$ cat config.mk
export PLATFORM = sky130hd
export DESIGN_NAME = srrc_rx_slicer_flat
export DESIGN_NICKNAME = d
export VERILOG_FILES = /design/src/rtl/srrc_rx_slicer_pkg.sv /design/src/rtl/srrc_rx_slicer_if.sv /design/src/rtl/srrc_rx_slicer_ask4_slicer.sv /design/src/rtl/srrc_rx_slicer.sv /design/src/flat_wrapper.sv
export SDC_FILE = /design/constraint.sdc
export NUM_CORES = 1
export LEC_CHECK = 0
export BUFFER_PORTS_ARGS = -buffer_cell sky130_fd_sc_hd__buf_2
export CAP_MARGIN = 20
export CORE_ASPECT_RATIO = 1.75
export CORE_UTILIZATION = 53
export DETAILED_ROUTE_END_ITERATION = 7
export PLACE_DENSITY_LB_ADDON = 0.05
export SLEW_MARGIN = 20
export SYNTH_ARGS = -nofsm -noshare
export SYNTH_HDL_FRONTEND = slang
export SYNTH_SLANG_ARGS = --single-unit
$ cat constraint.sdc
create_clock -name sys_clk -period 5.31 [get_ports sys_clk]
set_input_delay 0.531 -clock sys_clk [delete_from_list [all_inputs] [get_ports sys_clk]]
set_output_delay 0.531 -clock sys_clk [all_outputs]
set_load 0.01 [all_outputs]
$ cat src/rtl/srrc_rx_slicer_pkg.sv
// Shared constants for the SRRC receive slicer: 4-ASK levels, threshold,
// Gray decision codes, FSM encoding and a saturating accumulator add.
package srrc_rx_slicer_pkg;

  localparam logic signed [17:0] SYMBOL_M3 = 18'h28000;
  localparam logic signed [17:0] SYMBOL_M1 = 18'h38000;
  localparam logic signed [17:0] SYMBOL_P1 = 18'h08000;
  localparam logic signed [17:0] SYMBOL_P3 = 18'h18000;
  localparam logic signed [17:0] SLICE_THR = 18'h10000;

  localparam logic [1:0] GRAY_M3 = 2'b00;
  localparam logic [1:0] GRAY_M1 = 2'b01;
  localparam logic [1:0] GRAY_P1 = 2'b11;
  localparam logic [1:0] GRAY_P3 = 2'b10;

  typedef enum logic [1:0] {
    ST_IDLE = 2'b00,
    ST_FILL = 2'b01,
    ST_RUN  = 2'b10
  } state_t;

  function automatic logic [31:0] sat_add32(input logic [31:0] a, input logic [17:0] b);
    logic [32:0] s;
    s = {1'b0, a} + {15'd0, b};
    return s[32] ? 32'hFFFF_FFFF : s[31:0];
  endfunction

endpackage

$ cat src/rtl/srrc_rx_slicer_if.sv
// Sample-side inputs and decision-side outputs of the receive slicer.
// Enables are qualifiers, not a handshake: no backpressure exists; sym_valid and
// acc_done are single-cycle strobes and their data is held until the next strobe.
interface srrc_rx_slicer_if;
  import srrc_rx_slicer_pkg::*;

  logic        sam_clk_en;
  logic        sym_clk_en;
  logic [1:0]  sample_phase;
  logic [17:0] rx_in;
  logic [1:0]  sym_out;
  logic [17:0] sym_val;
  logic [17:0] err_out;
  logic        sym_valid;
  logic [31:0] err_acc;
  logic        acc_done;

  modport master (
    output sam_clk_en, sym_clk_en, sample_phase, rx_in,
    input  sym_out, sym_val, err_out, sym_valid, err_acc, acc_done
  );

  modport slave (
    input  sam_clk_en, sym_clk_en, sample_phase, rx_in,
    output sym_out, sym_val, err_out, sym_valid, err_acc, acc_done
  );
endinterface

$ cat src/rtl/srrc_rx_slicer_ask4_slicer.sv
// Combinational 4-ASK decision: Gray code, ideal level, saturated error and |error|
// for a sample x against threshold thr and inner/outer levels lvl1/lvl3.
module ask4_slicer
  import srrc_rx_slicer_pkg::*;
(
  input  logic signed [17:0] x,
  input  logic signed [17:0] thr,
  input  logic signed [17:0] lvl1,
  input  logic signed [17:0] lvl3,
  output logic [1:0]         code,
  output logic signed [17:0] level,
  output logic signed [17:0] err,
  output logic [17:0]        abs_err
);
  logic [18:0] diff;

  always_comb begin
    code  = GRAY_P3;
    level = lvl3;
    if (x >= thr) begin
      code  = GRAY_P3;
      level = lvl3;
    end else if (x >= 18'sd0) begin
      code  = GRAY_P1;
      level = lvl1;
    end else if (x >= -thr) begin
      code  = GRAY_M1;
      level = -lvl1;
    end else begin
      code  = GRAY_M3;
      level = -lvl3;
    end

    // 19-bit difference, clamped back into the 1s17 range
    diff = {x[17], x} - {level[17], level};
    case (diff[18:17])
      2'b01:   err = 18'h1FFFF;
      2'b10:   err = 18'h20000;
      default: err = diff[17:0];
    endcase
    abs_err = err[17] ? (~err + 18'd1) : err;
  end
endmodule

$ cat src/rtl/srrc_rx_slicer.sv
// SRRC receive slicer: phase select, decimation to symbol rate, 4-ASK slicing,
// error output and windowed |error| accumulation. SLICER_ADAPT_EN enables the adaptive threshold.
module srrc_rx_slicer
  import srrc_rx_slicer_pkg::*;
#(
  parameter int FILL_SYMS = 8,
  parameter int ACC_LOG2  = 10
) (
  input  logic             sys_clk,
  input  logic             reset,
  srrc_rx_slicer_if.slave  bus,
  output logic [1:0]       state
);
  localparam int FW = (FILL_SYMS > 1) ? $clog2(FILL_SYMS) : 1;

  state_t             st_q, st_d;
  logic [FW-1:0]      fill_q, fill_d;
  logic [1:0]         cnt_q, idx, phase_q, phase_eff;
  logic signed [17:0] hold_q;
  logic               run_sym;
  logic [ACC_LOG2-1:0] win_q;
  logic [31:0]        run_sum_q, sum_nxt, err_acc_q;
  logic [1:0]         sym_out_q, code;
  logic signed [17:0] sym_val_q, err_out_q, level, err;
  logic [17:0]        abs_err;
  logic               sym_valid_q, acc_done_q;
  logic signed [17:0] thr, lvl1, lvl3;

  // A sym_clk_en cycle carries sample index 0 and starts the new phase
  assign idx       = bus.sym_clk_en ? 2'd0 : cnt_q + 2'd1;
  assign phase_eff = bus.sym_clk_en ? bus.sample_phase : phase_q;
  assign run_sym   = bus.sym_clk_en && (st_q == ST_RUN);
  assign sum_nxt   = sat_add32(run_sum_q, abs_err);

`ifdef SLICER_ADAPT_EN
  logic signed [17:0] thr_q;
  logic [17:0]        abs_x;
  logic [18:0]        thr_diff, thr_sum, lvl3_w;

  assign abs_x    = hold_q[17] ? (~hold_q + 18'd1) : hold_q;
  assign thr_diff = {1'b0, abs_x} - {1'b0, thr_q};
  assign thr_sum  = {1'b0, thr_q} + 19'($signed(thr_diff) >>> 4);
  assign lvl3_w   = {1'b0, thr_q} + {2'b00, thr_q[17:1]};
  assign thr      = thr_q;
  assign lvl1     = {1'b0, thr_q[17:1]};
  assign lvl3     = lvl3_w[17] ? 18'h1FFFF : lvl3_w[17:0];

  always_ff @(posedge sys_clk or negedge reset) begin
    if (!reset)       thr_q <= SLICE_THR;
    else if (run_sym) thr_q <= thr_sum[17] ? 18'h1FFFF : thr_sum[17:0];
  end
`else
  assign thr  = SLICE_THR;
  assign lvl1 = SYMBOL_P1;
  assign lvl3 = SYMBOL_P3;
`endif

  ask4_slicer u_slicer (
    .x       (hold_q),
    .thr     (thr),
    .lvl1    (lvl1),
    .lvl3    (lvl3),
    .code    (code),
    .level   (level),
    .err     (err),
    .abs_err (abs_err)
  );

  always_comb begin
    st_d   = st_q;
    fill_d = fill_q;
    if (bus.sym_clk_en) begin
      case (st_q)
        ST_IDLE: st_d = ST_FILL;
        ST_FILL: begin
          if (fill_q == FW'(FILL_SYMS - 1)) st_d = ST_RUN;
          else                              fill_d = fill_q + FW'(1);
        end
        default: st_d = ST_RUN;
      endcase
    end
  end

  always_ff @(posedge sys_clk or negedge reset) begin
    if (!reset) begin
      st_q        <= ST_IDLE;
      fill_q      <= '0;
      cnt_q       <= '0;
      phase_q     <= '0;
      hold_q      <= '0;
      win_q       <= '0;
      run_sum_q   <= '0;
      err_acc_q   <= '0;
      sym_out_q   <= '0;
      sym_val_q   <= '0;
      err_out_q   <= '0;
      sym_valid_q <= 1'b0;
      acc_done_q  <= 1'b0;
    end else begin
      st_q        <= st_d;
      fill_q      <= fill_d;
      sym_valid_q <= 1'b0;
      acc_done_q  <= 1'b0;
      if (bus.sam_clk_en) begin
        cnt_q <= idx;
        if (idx == phase_eff) hold_q <= bus.rx_in;
      end
      if (bus.sym_clk_en) phase_q <= bus.sample_phase;
      // Slicer sees hold_q before this cycle's capture
      if (run_sym) begin
        sym_valid_q <= 1'b1;
        sym_out_q   <= code;
        sym_val_q   <= level;
        err_out_q   <= err;
        win_q       <= win_q + ACC_LOG2'(1);
        if (win_q == '1) begin
          err_acc_q  <= sum_nxt;
          acc_done_q <= 1'b1;
          run_sum_q  <= '0;
        end else begin
          run_sum_q  <= sum_nxt;
        end
      end
    end
  end

  assign bus.sym_out   = sym_out_q;
  assign bus.sym_val   = sym_val_q;
  assign bus.err_out   = err_out_q;
  assign bus.sym_valid = sym_valid_q;
  assign bus.err_acc   = err_acc_q;
  assign bus.acc_done  = acc_done_q;
  assign state         = st_q;
endmodule

$ cat src/flat_wrapper.sv
// flat-port wrapper written by rule: the top's interface ports become plain ports
module srrc_rx_slicer_flat import srrc_rx_slicer_pkg::*;
#(
  parameter int FILL_SYMS = 8,
  parameter int ACC_LOG2  = 10
)
  (sys_clk, reset, state, bus_sam_clk_en, bus_sym_clk_en, bus_sample_phase, bus_rx_in, bus_sym_out, bus_sym_val, bus_err_out, bus_sym_valid, bus_err_acc, bus_acc_done);
  srrc_rx_slicer_if bus_i ();
  input  logic sys_clk;
  input  logic reset;
  output logic [1:0] state;
  input wire logic [$bits(bus_i.sam_clk_en)-1:0] bus_sam_clk_en;
  input wire logic [$bits(bus_i.sym_clk_en)-1:0] bus_sym_clk_en;
  input wire logic [$bits(bus_i.sample_phase)-1:0] bus_sample_phase;
  input wire logic [$bits(bus_i.rx_in)-1:0] bus_rx_in;
  output wire logic [$bits(bus_i.sym_out)-1:0] bus_sym_out;
  output wire logic [$bits(bus_i.sym_val)-1:0] bus_sym_val;
  output wire logic [$bits(bus_i.err_out)-1:0] bus_err_out;
  output wire logic [$bits(bus_i.sym_valid)-1:0] bus_sym_valid;
  output wire logic [$bits(bus_i.err_acc)-1:0] bus_err_acc;
  output wire logic [$bits(bus_i.acc_done)-1:0] bus_acc_done;
  assign bus_i.sam_clk_en = bus_sam_clk_en;
  assign bus_i.sym_clk_en = bus_sym_clk_en;
  assign bus_i.sample_phase = bus_sample_phase;
  assign bus_i.rx_in = bus_rx_in;
  assign bus_sym_out = bus_i.sym_out;
  assign bus_sym_val = bus_i.sym_val;
  assign bus_err_out = bus_i.err_out;
  assign bus_sym_valid = bus_i.sym_valid;
  assign bus_err_acc = bus_i.err_acc;
  assign bus_acc_done = bus_i.acc_done;
  srrc_rx_slicer #(.FILL_SYMS(FILL_SYMS), .ACC_LOG2(ACC_LOG2)) u_core (.sys_clk(sys_clk), .reset(reset), .bus(bus_i), .state(state));
endmodule
**After elaboration in Yosys (flattened, before gate mapping)**

Index checks and enable logic that the tools add are counted.

- Flip-flop bits (word level): 141
- Bits in latches: 0
- Bits in writable memories: 0
- ROM bits: 0
- Input bits: 24
- Output and inout bits: 74
- Word-level logic and storage cells: 55
- Memories kept: 0

- Add/subtract/negate cells: 6
- $mul: 0
- Div/mod/pow operators: 0
- Magnitude comparators: 3
- Eq/ne operators: 8
- Shifts and indexed selects: 0
- Mux-type cells: 17
- Bitwise operators: 2
- Reductions and logical operators: 6

Operators by type and width:

| kind | number |
|---|---|
| $mux 32 | 2 |
| $mux 18 | 3 |
| $pmux 18 s2 | 1 |
| $add 32x18->33 | 1 |
| $sub 18x18->19 | 1 |
| $add 18x1->18 const B | 1 |
| $ge 18x1->1 const B | 1 |
| $ge 18x17->1 const B | 1 |
| $ge 18x18->1 const B | 1 |
| $not 18->18 | 1 |
| $mux 17 | 1 |
| $add 10x1->10 const B | 1 |
| $eq 10x10->1 const B | 1 |
| $mux 2 | 5 |
| $reduce_and 2->1 | 3 |
| $eq 2x1->1 const B | 2 |
| $eq 2x2->1 const B | 2 |
| $mux 1 | 4 |
| $pmux 2 s2 | 1 |
| $add 3x1->3 const B | 1 |
| $eq 3x3->1 const B | 1 |
| $reduce_and 3->1 | 1 |
| $add 2x1->2 const B | 1 |
| $eq 2x2->1 | 1 |
| 4 further kinds | 4 |

**Longest topological paths before layout**

- Word-level depth: 13
- Mapped depth: 24
- Mapped depth without buffers: 22

**Modules after synthesis**

A second synthesis with hierarchy kept.

- Cell total of the unflattened synthesis: 1,334
- Area, all modules: 10,954.3 um^2

Modules (own cells, without submodules):

| module | instances | cells each | area an instance (um^2) | seq. area each (um^2) |
|---|---|---|---|---|
| srrc_rx_slicer | 1 | 702 | 6,785.3 | 3,528.4 |
| ask4_slicer | 1 | 632 | 4,169.0 | 0.0 |

**Worst setup path before layout**

OpenSTA, ideal clock, no wires.

- Kind: flip-flop to flip-flop
- Start point: reg u_core.hold_q[16]
- End point: reg u_core.err_acc_q[26], in the netlist u_core.bus.err_acc[26]
- Library setup time: 0.125 ns
- Data arrival time: 5.066 ns
- Slack: 0.119 ns
- Stages on the path, launching flop included: 21
- Buffers on the path: 4
- Clock period less this slack: 5.191 ns
- Path through: dfrtp_1 -> clkbuf_1 -> fa_1 -> clkbuf_1 -> xnor2_1 -> ha_1 -> inv_1 -> clkbuf_1 -> nand3_1 -> a32o_1 -> clkbuf_1 -> nor2_1 -> xnor2_1 -> ha_1 -> a211o_1 -> a211o_1 -> and4_4 -> o31ai_4 -> a2111oi_2 -> mux2_4 -> mux2_4

- Cells in the longest elaborated chain, start to end: 12
- Elaborated cells on any way between the ends: 15

RTL lines:

| what | line | RTL |
|---|---|---|
| start, declared | srrc_rx_slicer.sv:19 | `logic signed [17:0] hold_q;` |
| start signal, assigned | srrc_rx_slicer.sv:106 | `if (idx == phase_eff) hold_q <= bus.rx_in;` |
| $ge 18x17->1 | srrc_rx_slicer_ask4_slicer.sv:26 | `end else if (x >= -thr) begin` |
| $mux 17 | srrc_rx_slicer_ask4_slicer.sv:26 |  |
| $mux 18 | srrc_rx_slicer_ask4_slicer.sv:23 | `end else if (x >= 18'sd0) begin` |
| $mux 18 * | srrc_rx_slicer_ask4_slicer.sv:20 | `if (x >= thr) begin` |
| via u_core.level[16] | srrc_rx_slicer.sv:24 | `logic signed [17:0] sym_val_q, err_out_q, level, err;` |
| $sub 18x18->19 * | srrc_rx_slicer_ask4_slicer.sv:35 | `diff = {x[17], x} - {level[17], level};` |
| $eq 2x2->1 / $eq 2x1->1 (equally long branches) | srrc_rx_slicer_ask4_slicer.sv:36 | `case (diff[18:17])` |
| $pmux 18 s2 * | srrc_rx_slicer_ask4_slicer.sv:36 |  |
| $not 18->18 | srrc_rx_slicer_ask4_slicer.sv:41 | `abs_err = err[17] ? (~err + 18'd1) : err;` |
| $add 18x1->18 | srrc_rx_slicer_ask4_slicer.sv:41 |  |
| $mux 18 * | srrc_rx_slicer_ask4_slicer.sv:41 |  |
| $add 32x18->33 * | srrc_rx_slicer_pkg.sv:24 | `s = {1'b0, a} + {15'd0, b};` |
| $mux 32 * | srrc_rx_slicer_pkg.sv:25 | `return s[32] ? 32'hFFFF_FFFF : s[31:0];` |
| end signal, assigned | srrc_rx_slicer.sv:117 | `err_acc_q <= sum_nxt;` |
| end, declared | srrc_rx_slicer.sv:22 | `logic [31:0] run_sum_q, sum_nxt, err_acc_q;` |

Mark *: on every way through the listed nets, which the timed path passes. The rest lies on a longest branch.
A chain may end at the register's enable or synchronous reset.

**Worst setup path in the final report**

- Start point: reg u_core.hold_q[17]
- End point: reg u_core.err_acc_q[20], in the netlist u_core.bus.err_acc[20]

- Cells in the longest elaborated chain, start to end: 12
- Elaborated cells on any way between the ends: 15

RTL lines:

| what | line |
|---|---|
| $ge 18x17->1 | srrc_rx_slicer_ask4_slicer.sv:26 |
| $mux 17 | srrc_rx_slicer_ask4_slicer.sv:26 |
| $mux 18 | srrc_rx_slicer_ask4_slicer.sv:23 |
| $mux 18 | srrc_rx_slicer_ask4_slicer.sv:20 |
| $sub 18x18->19 * | srrc_rx_slicer_ask4_slicer.sv:35 |
| $eq 2x2->1 / $eq 2x1->1 (equally long branches) | srrc_rx_slicer_ask4_slicer.sv:36 |
| $pmux 18 s2 * | srrc_rx_slicer_ask4_slicer.sv:36 |
| $not 18->18 | srrc_rx_slicer_ask4_slicer.sv:41 |
| $add 18x1->18 | srrc_rx_slicer_ask4_slicer.sv:41 |
| $mux 18 * | srrc_rx_slicer_ask4_slicer.sv:41 |
| $add 32x18->33 * | srrc_rx_slicer_pkg.sv:24 |
| $mux 32 * | srrc_rx_slicer_pkg.sv:25 |

Mark *: on every way between the ends. The rest lies on a longest branch, timed or not.

==> flow_metrics.env <==
export IMPL_final_common_cell="dfrtp_1"
export IMPL_postRouteAntennaNets=0
export IMPL_worst_path_buf_inv=3
export IMPL_area_growth_pct=25.9
export IMPL_seq_area_mm2=0.00315
export IMPL_mostFrequentLayoutCells="125 x dfrtp_1, 95 x nand2_1, 81 x buf_2"
export IMPL_drv_slew=0
export IMPL_finalHoldViolations=0
export IMPL_max_stage_delay_ns=0.40
export IMPL_io_pins=98
export IMPL_portBuffers=82
export IMPL_end_kind="flop"
export IMPL_crit_path_start_kind="flop"
export IMPL_drtPass1Iterations=5
export IMPL_rows=55
export IMPL_antenna_found_initial=0
export IMPL_synth_top_area_cell="dfrtp_1"
export IMPL_initial_core_util_pct=54.6
export IMPL_synthTopCellsByArea="dfrtp_1 44%, o21ai_0 5.7%, nand2_1 5.0%"
export IMPL_fin_crit_sh_pct=97.3
export IMPL_drc=0
export IMPL_crit_path_cell_trace="inv_2, ha_1, a311o_1, o21ai_1, ha_4, or3_1, a32o_2, buf_4, nor2_4, xnor2_1, ha_1, a211o_1, a211o_1, and4_4, buf_4, o31a_2, o211ai_1, xnor2_1, o22a_1"
export IMPL_synth_top_flop_cell="dfrtp_1"
export IMPL_dieArea_mm2=0.0139
export IMPL_clk_insertion_delay_late_ns=0.42
export IMPL_synth_cell_type_count=69
export IMPL_die_h_um=155
export IMPL_avgRoutedWirePerCell_um=17.3
export IMPL_coreArea_mm2=0.0130
export IMPL_seq_area_frac_synth_pct=44.4
export IMPL_syn_avg_cell_area_um2=9.09
export IMPL_synth_top_cell_area_share_pct=44.4
export IMPL_yosysWarnings=0
export IMPL_max_freq_ghz=0.193
export IMPL_reg2reg_depth=19
export IMPL_slowest_stage="dfrtp_1"
export IMPL_num_vias=6392
export IMPL_grt_pass1_wl_mm=30.3
export IMPL_drtIter0Drc=329
export IMPL_min_period_ns=5.17
export IMPL_synth_simple_gate_area_share_pct=15.3
export IMPL_dp_hpwl_mm=13.9
export IMPL_cts_buffer_depth=2
export IMPL_synth_compound_area_share_pct=21.4
export IMPL_cp_data_arrival_time_ns=5.47
export IMPL_synth_adder_area_share_pct=5.14
export IMPL_critical_path_top_delay_family="compound AO/OA/AOI/OAI gates"
export IMPL_diodes=0
export IMPL_synth_area_mm2=0.00711
export IMPL_crit_type="reg2reg"
export IMPL_grt_use_total_pct=28.8
export IMPL_cts_tree="done"
export IMPL_cts_max_level=4
export IMPL_synth_top_family_by_area="compound AO/OA/AOI/OAI gates"
export IMPL_async_reset_ff_share_pct=100
export IMPL_drive_gt1_share_pct=26.6
export IMPL_synth_edff_count=0
export IMPL_grt_pass1_vias=6366
export IMPL_cap_viol_max_count=0
export IMPL_synthMuxAreaShare_pct=3.57
export IMPL_worst_ep_required_time_ns=5.61
export IMPL_routed_wl_mm=19.1
export IMPL_numCtsBuffers=17
export IMPL_clk_pin_slew_ns=0.06
export IMPL_grt_overflow_total=0
export IMPL_cts_root_buf="clkbuf_16"
export IMPL_cp_max_fo=7
export IMPL_finalClockSkew_ns=0.0101
export IMPL_synthCells=782
export IMPL_grt_max_degree=75
export IMPL_die_w_um=89.5
export IMPL_final_nets=974
export IMPL_viasPerCell=5.78
export IMPL_tightest_slew_ns=0.880
export IMPL_synth_seq_cells=126
export IMPL_min_path_type="in2async"
export IMPL_cts_sinks=126
export IMPL_finalSetupViolCount=0
export IMPL_ctsHoldBuffers=0
export IMPL_finish_utilization_pct=68.8
export IMPL_n_fill_cell=1064
export IMPL_gp_routability_congestion=0.959
export IMPL_crit_cells=19
export IMPL_status="finished, final reports clean"
export IMPL_multi_input_area_mm2=0.00383
export IMPL_synth_xor_area_share_pct=5.42
export IMPL_max_slew_margin_rel_pct=41.3
-- flip-flops by register name (all words and copies together) (netlist names), 3 cells and up --
register and count:
u_core.bus.err_acc 32, u_core.run_sum_q 32, u_core.bus.err_out 18, u_core.hold_q 18, u_core.win_q 10, u_core.bus.sym_val 3, u_core.fill_q 3
-- synth_stat cells, types with 7 or more instances --
cell type  count
dfrtp_1      126
nand2_1       95
o21ai_0       81
nor2_1        78
a21oi_1       60
clkbuf_1      38
xnor2_1       32
ha_1          26
inv_1         20
mux2_2        19
nand3_1       17
buf_4         15
a31oi_1       14
xor2_1        12
nand4_1       11
nor3_1        11
a21o_1        10
and3_1         9
or3_1          7
-- cell type report --
class | count | area share (%)
multi-input cells | 595 | 42.9
flip-flops and latches | 126 | 35.2
repair buffers | 162 | 11.6
clock buffers | 19 | 5.06
well taps | 171 | 2.39
clock inverters | 13 | 1.96
inverters | 20 | 0.839
-- through the flow --
step	setup TNS, ns	hold slack, ns	setup slack [ns]	cells	cell area [um^2]
detailed placement	-1.96	0.450	-0.338	1065	8090
floorplan	0	0.235	0.119	796	7160
global placement	-0.851	0.449	-0.243	1065	8090
finish	0	0.219	0.141	1106	8950
CTS	-0.163	0.263	-0.0716	1097	8740
global route	-0.0212	0.313	-0.0167	1106	8950
-- metal layers --
metal | share of wire, % | track usage (%)
met5 | 0 | 0
met4 | 3.8 | 15.1
met3 | 3.9 | 4.77
met2 | 55 | 53.3
met1 | 37 | 29.9
-- cells by family (layout without fill, tap and decap cells) --
kind of cell | after synthesis | after routing
xor+xnor | 44 | 44
fa+ha+maj | 28 | 28
other cells | 1 | 15
mux | 22 | 22
simple gates | 246 | 246
compound gates | 240 | 240
buf+inv | 75 | 214
flops | 126 | 126
-- final timing paths --
check	endpoint	slack, ns	start
setup / recovery	u_core.bus.err_acc[20]	0.14	u_core.hold_q[17]
setup reg to reg	u_core.bus.err_acc[20]	0.14	u_core.hold_q[17]
min in group sys_clk	u_core.hold_q[16]	0.32	bus_rx_in[16]
hold reg to reg	u_core.win_q[8]	0.47	u_core.win_q[8]
max in group asynchronous	u_core.hold_q[15]	3.78	reset
hold / removal	u_core.win_q[8]	0.22	reset
-- timing repair --
item / in CTS / in global routing
pin swaps: 1 / 12
setup endpoints to repair: 46 / 64
gates resized for setup: 7 / 27
buffers inserted: 0 / 9
Power is not shown: default switching activity piles up to over one toggle a cycle in this logic, so the estimate is an artifact.
